[src/rtl/id_stage.sv]
// -----------------------------------------------------------------------------
// id_stage: instruction-decode stage of the 32-bit five-stage pipeline.
//
// Holds the 32x32 register file, decodes the MIPS subset (add/sub/and/or/slt,
// lw, sw, addi, beq), resolves beq in ID and detects load-use and branch
// hazards. All operands and controls are registered into the ID/EX register.
//
// Ports:
//   clk, rst              clock (rising edge), asynchronous active-low reset
//   Next_Address          PC+4 from IF/ID
//   Instruction           instruction word from IF/ID
//   WB_RegWrite/Rd/Data   writeback port into the register file
//   EXMEM_MemRead/Rd      load currently in MEM and its destination
//   PCWrite, hzdetect,    stall controls back to fetch (combinational)
//   freeze
//   flush, PCSrc,         taken-branch redirect back to fetch (combinational)
//   Branch_Address
//   IDEX_*                registered controls, operands and register indices
// -----------------------------------------------------------------------------
module id_stage #(
  parameter int RF_DEPTH = 32
) (
  input  logic        clk,
  input  logic        rst,
  input  logic [31:0] Next_Address,
  input  logic [31:0] Instruction,
  input  logic        WB_RegWrite,
  input  logic [4:0]  WB_Rd,
  input  logic [31:0] WB_Data,
  input  logic        EXMEM_MemRead,
  input  logic [4:0]  EXMEM_Rd,
  output logic        PCWrite,
  output logic        hzdetect,
  output logic        freeze,
  output logic        flush,
  output logic        PCSrc,
  output logic [31:0] Branch_Address,
  output logic        IDEX_RegWrite,
  output logic        IDEX_MemtoReg,
  output logic        IDEX_MemRead,
  output logic        IDEX_MemWrite,
  output logic        IDEX_ALUSrc,
  output logic [2:0]  IDEX_ALUCtrl,
  output logic [31:0] IDEX_Data1,
  output logic [31:0] IDEX_Data2,
  output logic [31:0] IDEX_Imm,
  output logic [4:0]  IDEX_Rs,
  output logic [4:0]  IDEX_Rt,
  output logic [4:0]  IDEX_Rd
);

  localparam logic [5:0] OP_RTYPE = 6'h00;
  localparam logic [5:0] OP_LW    = 6'h23;
  localparam logic [5:0] OP_SW    = 6'h2B;
  localparam logic [5:0] OP_ADDI  = 6'h08;
  localparam logic [5:0] OP_BEQ   = 6'h04;

  localparam logic [5:0] FN_ADD = 6'h20;
  localparam logic [5:0] FN_SUB = 6'h22;
  localparam logic [5:0] FN_AND = 6'h24;
  localparam logic [5:0] FN_OR  = 6'h25;
  localparam logic [5:0] FN_SLT = 6'h2A;

  localparam logic [2:0] ALU_ADD = 3'b000;
  localparam logic [2:0] ALU_SUB = 3'b001;
  localparam logic [2:0] ALU_AND = 3'b010;
  localparam logic [2:0] ALU_OR  = 3'b011;
  localparam logic [2:0] ALU_SLT = 3'b100;

  // Instruction fields
  logic [5:0]  opcode_s;
  logic [5:0]  funct_s;
  logic [4:0]  rs_s;
  logic [4:0]  rt_s;
  logic [4:0]  rd_s;
  logic [15:0] imm16_s;
  logic [31:0] imm_s;
  logic        unused_shamt_s;

  assign opcode_s = Instruction[31:26];
  assign rs_s     = Instruction[25:21];
  assign rt_s     = Instruction[20:16];
  assign rd_s     = Instruction[15:11];
  assign funct_s  = Instruction[5:0];
  assign imm16_s  = Instruction[15:0];
  assign imm_s    = {{16{imm16_s[15]}}, imm16_s};
  // shamt has no meaning in this subset
  assign unused_shamt_s = ^Instruction[10:6];

  // Decoded controls
  logic       dec_regwrite_s;
  logic       dec_memtoreg_s;
  logic       dec_memread_s;
  logic       dec_memwrite_s;
  logic       dec_alusrc_s;
  logic [2:0] dec_aluctrl_s;
  logic [4:0] dec_dest_s;
  logic       uses_rt_s;
  logic       is_beq_s;

  // Register file and read data
  logic [31:0] rf_r [RF_DEPTH];
  logic [31:0] rdata1_s;
  logic [31:0] rdata2_s;

  // Hazard / branch terms
  logic load_use_s;
  logic branch_hz_s;
  logic hazard_s;
  logic branch_taken_s;

  // ID/EX pipeline register
  logic        idex_regwrite_r;
  logic        idex_memtoreg_r;
  logic        idex_memread_r;
  logic        idex_memwrite_r;
  logic        idex_alusrc_r;
  logic [2:0]  idex_aluctrl_r;
  logic [31:0] idex_data1_r;
  logic [31:0] idex_data2_r;
  logic [31:0] idex_imm_r;
  logic [4:0]  idex_rs_r;
  logic [4:0]  idex_rt_r;
  logic [4:0]  idex_rd_r;

  // Main decoder: opcode/funct to controls; unknown encodings fall to all-zero
  always_comb begin
    dec_regwrite_s = 1'b0;
    dec_memtoreg_s = 1'b0;
    dec_memread_s  = 1'b0;
    dec_memwrite_s = 1'b0;
    dec_alusrc_s   = 1'b0;
    dec_aluctrl_s  = ALU_ADD;
    dec_dest_s     = 5'd0;
    uses_rt_s      = 1'b0;
    is_beq_s       = 1'b0;
    case (opcode_s)
      OP_RTYPE: begin
        uses_rt_s = 1'b1;
        case (funct_s)
          FN_ADD: begin dec_regwrite_s = 1'b1; dec_aluctrl_s = ALU_ADD; dec_dest_s = rd_s; end
          FN_SUB: begin dec_regwrite_s = 1'b1; dec_aluctrl_s = ALU_SUB; dec_dest_s = rd_s; end
          FN_AND: begin dec_regwrite_s = 1'b1; dec_aluctrl_s = ALU_AND; dec_dest_s = rd_s; end
          FN_OR:  begin dec_regwrite_s = 1'b1; dec_aluctrl_s = ALU_OR;  dec_dest_s = rd_s; end
          FN_SLT: begin dec_regwrite_s = 1'b1; dec_aluctrl_s = ALU_SLT; dec_dest_s = rd_s; end
          default: begin end
        endcase
      end
      OP_LW: begin
        dec_regwrite_s = 1'b1;
        dec_memtoreg_s = 1'b1;
        dec_memread_s  = 1'b1;
        dec_alusrc_s   = 1'b1;
        dec_dest_s     = rt_s;
      end
      OP_SW: begin
        dec_memwrite_s = 1'b1;
        dec_alusrc_s   = 1'b1;
        uses_rt_s      = 1'b1;
      end
      OP_ADDI: begin
        dec_regwrite_s = 1'b1;
        dec_alusrc_s   = 1'b1;
        dec_dest_s     = rt_s;
      end
      OP_BEQ: begin
        // beq completes in ID, so it carries no controls into EX
        is_beq_s  = 1'b1;
        uses_rt_s = 1'b1;
      end
      default: begin end
    endcase
  end

  // Read port 1 with R0 forced to zero and same-cycle writeback bypass
  always_comb begin
    rdata1_s = 32'd0;
    if (rs_s == 5'd0) begin
      rdata1_s = 32'd0;
    end else if (WB_RegWrite && (WB_Rd == rs_s)) begin
      rdata1_s = WB_Data;
    end else begin
      rdata1_s = rf_r[rs_s];
    end
  end

  // Read port 2 with R0 forced to zero and same-cycle writeback bypass
  always_comb begin
    rdata2_s = 32'd0;
    if (rt_s == 5'd0) begin
      rdata2_s = 32'd0;
    end else if (WB_RegWrite && (WB_Rd == rt_s)) begin
      rdata2_s = WB_Data;
    end else begin
      rdata2_s = rf_r[rt_s];
    end
  end

  // Register file write; R0 is never written so it stays zero
  always_ff @(posedge clk or negedge rst) begin
    if (!rst) begin
      for (int i = 0; i < RF_DEPTH; i++) begin
        rf_r[i] <= 32'd0;
      end
    end else if (WB_RegWrite && (WB_Rd != 5'd0)) begin
      rf_r[WB_Rd] <= WB_Data;
    end
  end

  // Load in EX feeding this instruction's sources
  assign load_use_s = idex_memread_r && (idex_rd_r != 5'd0) &&
                      ((idex_rd_r == rs_s) || (uses_rt_s && (idex_rd_r == rt_s)));

  // beq compares in ID, so it must wait for any producer still in EX or a load in MEM
  assign branch_hz_s = is_beq_s &&
                       ((idex_regwrite_r && (idex_rd_r != 5'd0) &&
                         ((idex_rd_r == rs_s) || (idex_rd_r == rt_s))) ||
                        (EXMEM_MemRead && (EXMEM_Rd != 5'd0) &&
                         ((EXMEM_Rd == rs_s) || (EXMEM_Rd == rt_s))));

  assign hazard_s       = load_use_s || branch_hz_s;
  assign branch_taken_s = is_beq_s && (rdata1_s == rdata2_s);
  assign Branch_Address = Next_Address + {{14{imm16_s[15]}}, imm16_s, 2'b00};

  // Fetch-side control; a stall suppresses branch resolution
  always_comb begin
    PCWrite  = 1'b1;
    hzdetect = 1'b0;
    freeze   = 1'b0;
    PCSrc    = 1'b0;
    flush    = 1'b0;
    if (hazard_s) begin
      PCWrite  = 1'b0;
      hzdetect = 1'b1;
      freeze   = 1'b1;
    end else begin
      PCSrc = branch_taken_s;
      flush = branch_taken_s;
    end
  end

  // ID/EX register: a stall inserts an all-zero bubble
  always_ff @(posedge clk or negedge rst) begin
    if (!rst) begin
      idex_regwrite_r <= 1'b0;
      idex_memtoreg_r <= 1'b0;
      idex_memread_r  <= 1'b0;
      idex_memwrite_r <= 1'b0;
      idex_alusrc_r   <= 1'b0;
      idex_aluctrl_r  <= 3'd0;
      idex_data1_r    <= 32'd0;
      idex_data2_r    <= 32'd0;
      idex_imm_r      <= 32'd0;
      idex_rs_r       <= 5'd0;
      idex_rt_r       <= 5'd0;
      idex_rd_r       <= 5'd0;
    end else if (hazard_s) begin
      idex_regwrite_r <= 1'b0;
      idex_memtoreg_r <= 1'b0;
      idex_memread_r  <= 1'b0;
      idex_memwrite_r <= 1'b0;
      idex_alusrc_r   <= 1'b0;
      idex_aluctrl_r  <= 3'd0;
      idex_data1_r    <= 32'd0;
      idex_data2_r    <= 32'd0;
      idex_imm_r      <= 32'd0;
      idex_rs_r       <= 5'd0;
      idex_rt_r       <= 5'd0;
      idex_rd_r       <= 5'd0;
    end else begin
      idex_regwrite_r <= dec_regwrite_s;
      idex_memtoreg_r <= dec_memtoreg_s;
      idex_memread_r  <= dec_memread_s;
      idex_memwrite_r <= dec_memwrite_s;
      idex_alusrc_r   <= dec_alusrc_s;
      idex_aluctrl_r  <= dec_aluctrl_s;
      idex_data1_r    <= rdata1_s;
      idex_data2_r    <= rdata2_s;
      idex_imm_r      <= imm_s;
      idex_rs_r       <= rs_s;
      idex_rt_r       <= rt_s;
      idex_rd_r       <= dec_dest_s;
    end
  end

  assign IDEX_RegWrite = idex_regwrite_r;
  assign IDEX_MemtoReg = idex_memtoreg_r;
  assign IDEX_MemRead  = idex_memread_r;
  assign IDEX_MemWrite = idex_memwrite_r;
  assign IDEX_ALUSrc   = idex_alusrc_r;
  assign IDEX_ALUCtrl  = idex_aluctrl_r;
  assign IDEX_Data1    = idex_data1_r;
  assign IDEX_Data2    = idex_data2_r;
  assign IDEX_Imm      = idex_imm_r;
  assign IDEX_Rs       = idex_rs_r;
  assign IDEX_Rt       = idex_rt_r;
  assign IDEX_Rd       = idex_rd_r;

endmodule

[config.mk]
export PLATFORM = sky130hd
export DESIGN_NAME = id_stage
export DESIGN_NICKNAME = d
export VERILOG_FILES = /design/src/rtl/id_stage.sv
export SDC_FILE = /design/constraint.sdc
export NUM_CORES = 2
export LEC_CHECK = 0
export ABC_AREA = 0
export BUFFER_PORTS_ARGS = -buffer_cell sky130_fd_sc_hd__buf_2
export CAP_MARGIN = 20
export CORE_MARGIN = 1
export CORE_UTILIZATION = 50
export DETAILED_ROUTE_END_ITERATION = 16
export PLACE_DENSITY = 0.74
export SYNTH_ARGS = -nofsm -noshare
export SYNTH_HDL_FRONTEND = slang
export SYNTH_SLANG_ARGS = --single-unit
[constraint.sdc]
create_clock -name clk -period 4.13 [get_ports clk]
set_clock_uncertainty 0.15 [all_clocks]
set_input_delay 0.2065 -clock clk [delete_from_list [all_inputs] [get_ports clk]]
set_output_delay 0.2065 -clock clk [all_outputs]
set_load 0.005 [all_outputs]
==> impl_metrics.env <==
export IMPL_core_sq_mm=0.120
export IMPL_fin_util_pct=58.3
export IMPL_grt_pass1_wl_mm=311
export IMPL_routed_top_layer="met5"
export IMPL_place_area_sq_mm=0.0654
export IMPL_period_minus_slack_ns=4.84
export IMPL_drt_wl_total_mm=216
export IMPL_multi_input_area_sq_mm=0.0304
export IMPL_grt_pass1_vias=44300
export IMPL_fmax_mhz=207
export IMPL_slew_headroom_pct=27.2
export IMPL_die_area_sq_mm=0.123
export IMPL_io_pins=266
export IMPL_clk_latency_ns=0.73
export IMPL_min_path_type="in -> async"
export IMPL_synth_adder_area_share_pct=0.631
export IMPL_area_delta_synth_final_pct=15.5
export IMPL_hpwl_mm=138
export IMPL_async_reset_ff_share_pct=100
export IMPL_crit_type="in -> out"
export IMPL_tightest_slew_ns=1.09
export IMPL_cts_tree="done"
export IMPL_ys_top_cells_by_area="dfrtp_1 46%, mux2_2 18%, mux4_2 15%, mux2i_1 3.4%, clkbuf_1 1.9%"
export IMPL_timing_final_ws_setup_ns=-0.711
export IMPL_met2WireLength_mm=92.0
export IMPL_fin_crit_sh_pct=117
export IMPL_seq_area_frac_synth_pct=46.5
export IMPL_synth_edf_count=0
export IMPL_synthTopCellsByCount="1126 x dfrtp_1, 980 x mux2_2, 417 x mux4_2"
export IMPL_worstSetupEndpointType="primary output"
export IMPL_wl_met1_mm=79.7
export IMPL_antenna_found_initial=19
export IMPL_die_h_um=350
export IMPL_wl_per_cell_um=33.6
export IMPL_hold_violations=0
export IMPL_rows=127
export IMPL_synth_xor_area_share_pct=1.08
export IMPL_synth_main_ff_cell="dfrtp_1"
export IMPL_synth_avg_cell_area_sq_um=13.8
export IMPL_pre_cts_ws_ns=-0.460
export IMPL_num_vias=44900
export IMPL_cts_root_buf="clkbuf_16"
export IMPL_synth_mux_area_share_pct=37.4
export IMPL_route_met3_wl_mm=30.5
export IMPL_yosysTopAreaCell="dfrtp_1"
export IMPL_ant_nets=0
export IMPL_initial_utilization_pct=50.5
export IMPL_synth_top_family_by_area="multiplexers"
export IMPL_required_ns=3.77
export IMPL_maxCapViolCount=0
export IMPL_grt_setup_unrepaired="yes"
export IMPL_drtIter0Drc=6010
export IMPL_fillers=9301
export IMPL_globalRouteOverflowTotal=0
export IMPL_route_detailed_drc=0
export IMPL_htree_levels=3
export IMPL_p_leak_nw=31.0
export IMPL_viasPerCell=7.00
export IMPL_synth_simple_area_share_pct=4.08
export IMPL_ys_warn_count=0
export IMPL_synth_cell_types=87
export IMPL_grt_total_usage_pct=35.1
export IMPL_power_mw=32.8
export IMPL_cp_start_kind="primary input"
export IMPL_synth_top_area_share_pct=46.5
export IMPL_nNetsFinal=4845
export IMPL_syn_inst=4382
export IMPL_status="finished with violations"
export IMPL_fp_dieW_um=350
export IMPL_clkSinkCount=1126
export IMPL_slew_viol_final=0
export IMPL_clk_pin_slew_ns=0.06
export IMPL_setup_viol=2
export IMPL_grt_max_degree=100
export IMPL_cts_buffers=114
export IMPL_setup_tns_ns=-1.42
export IMPL_vdd_drop_max_uv=357
export IMPL_dr_pass1_iters=6
export IMPL_ys_ff_latch=1126
export IMPL_cts_path_max_buffers=3
export IMPL_arrival_ns=4.48
export IMPL_drive_above_1_share_pct=47.6
export IMPL_synth_compound_area_share_pct=6.28
export IMPL_port_buffers=261
export IMPL_globalplace_congestion=0.973
export IMPL_seqCellArea_sq_mm=0.0282
export IMPL_synthMostInstantiatedCell="dfrtp_1"
export IMPL_violations="setup timing"
export IMPL_design_area_sq_mm=0.0700
export IMPL_syn_nets=4522
export IMPL_syn_area_sq_mm=0.0606
export IMPL_path_max_fanout=7
export IMPL_power_density_mw_per_mm2=468
==> repair_timing <==
item,4_1_cts,5_1_grt
setup buffers,5,1
hold endpoints to repair,622,0
pin swaps,8,4
gates resized for setup,19,10
hold buffers,60,0
setup endpoints to repair,2,6
==> state kept, by name (all words and copies together), names as in the netlist <==
signal,flops
IDEX_Rt,5
IDEX_Imm,16
IDEX_Data2,32
IDEX_Data1,32
IDEX_Rd,5
IDEX_ALUCtrl,3
IDEX_RegWrite,1
IDEX_MemRead,1
IDEX_MemWrite,1
IDEX_Rs,5
rf_r,1024
IDEX_ALUSrc,1
==> cells in the final DEF (no fill, tap or decap), types with 16 or more instances in the layout <==
cell | synthesis | layout
o221ai_1 | 56 | 56
nand4_1 | 16 | 16
inv_1 | 25 | 24
mux2i_1 | 208 | 208
nor2_4 | 0 | 16
o22ai_1 | 28 | 28
nor2_1 | 145 | 127
nand3_1 | 42 | 42
a22o_1 | 37 | 37
xor2_1 | 28 | 27
mux4_2 | 417 | 420
clkbuf_8 | 0 | 27
clkbuf_16 | 0 | 115
buf_12 | 2 | 66
dfrtp_1 | 1126 | 1126
dlygate4sd3_1 | 0 | 60
nand2_1 | 141 | 126
mux2_2 | 980 | 980
buf_4 | 60 | 294
ha_1 | 29 | 29
clkbuf_1 | 304 | 30
a21oi_1 | 92 | 88
nor2b_1 | 31 | 25
xnor2_1 | 47 | 47
nor3_1 | 32 | 30
o21ai_0 | 62 | 59
a221oi_1 | 24 | 23
a22oi_1 | 83 | 82
buf_2 | 56 | 254
a211oi_1 | 18 | 16
and2_1 | 29 | 29
==> path summary, 6_finish.rpt <==
path                       depth (start not counted)  slack, ns    endpoint            start
max                                               13      -0.71       flush  Instruction[24]
min                                                2      0.003   rf_r[665]              rst
max reg2reg                                        7       0.61  IDEX_Rd[1]       IDEX_Rd[2]
min reg2reg                                        0       0.25  rf_r[1014]       rf_r[1014]
max in group asynchronous                          3       2.64   rf_r[984]              rst
min in group clk                                   2       0.04    rf_r[85]      WB_Data[21]
==> cell families (layout without fill, tap and decap cells) <==
family,count (synthesis),in the layout
mux,1612,1612
flops,1126,1126
compound gates,529,529
simple gates,511,511
buf+inv,499,914
xor+xnor,75,75
fa+ha+maj,30,30
other cells,0,5
==> through the flow <==
step / instances / hold slack (ns)
after detailed placement: 6135 / 0.213
final: 6414 / 0.00333
after global routing: 6411 / 0.0490
after global placement: 6135 / 0.207
after floorplan: 4382 / -0.239
after CTS: 6408 / 0.00689
==> critical path: stages <==
cell and delay (ns):
buf_2 0.18, xnor2_1 0.52, nand4_1 0.29, o21ai_2 0.92, a21oi_1 0.22, a22oi_1 0.40
xor2_1 0.14, buf_4 0.21, nor4_1 0.30, nand4_1 0.20, nor4_4 0.57, buf_4 0.21
buf_2 0.10
==> power breakdown <==
group          total, mW  leakage (nW)  internal [mW]  switching [mW]
registers           14.6          14.4           13.1            1.51
logic               7.34          14.7           4.06            3.28
clock network       10.9          1.91           6.28            4.60
total               32.8          31.0           23.4            9.38
==> routing by layer <==
layer / vias to the layer above / track usage, %
li1: 17400 / -
met1: 23200 / 46.8
met2: 3510 / 50.4
met3: 832 / 12.8
met4: 22 / 18.0
met5: - / 0
==> area by class of cell <==
type	instances	area share (%)
antenna	5	0.0179
clock buffer	172	4.80
clock inverter	36	0.724
inverter	27	0.145
multi-input combinational	2757	43.4
sequential	1126	40.2
tap	1612	2.88
timing repair buffer	679	7.82
Note: power is estimated with default switching activity, not from simulation.
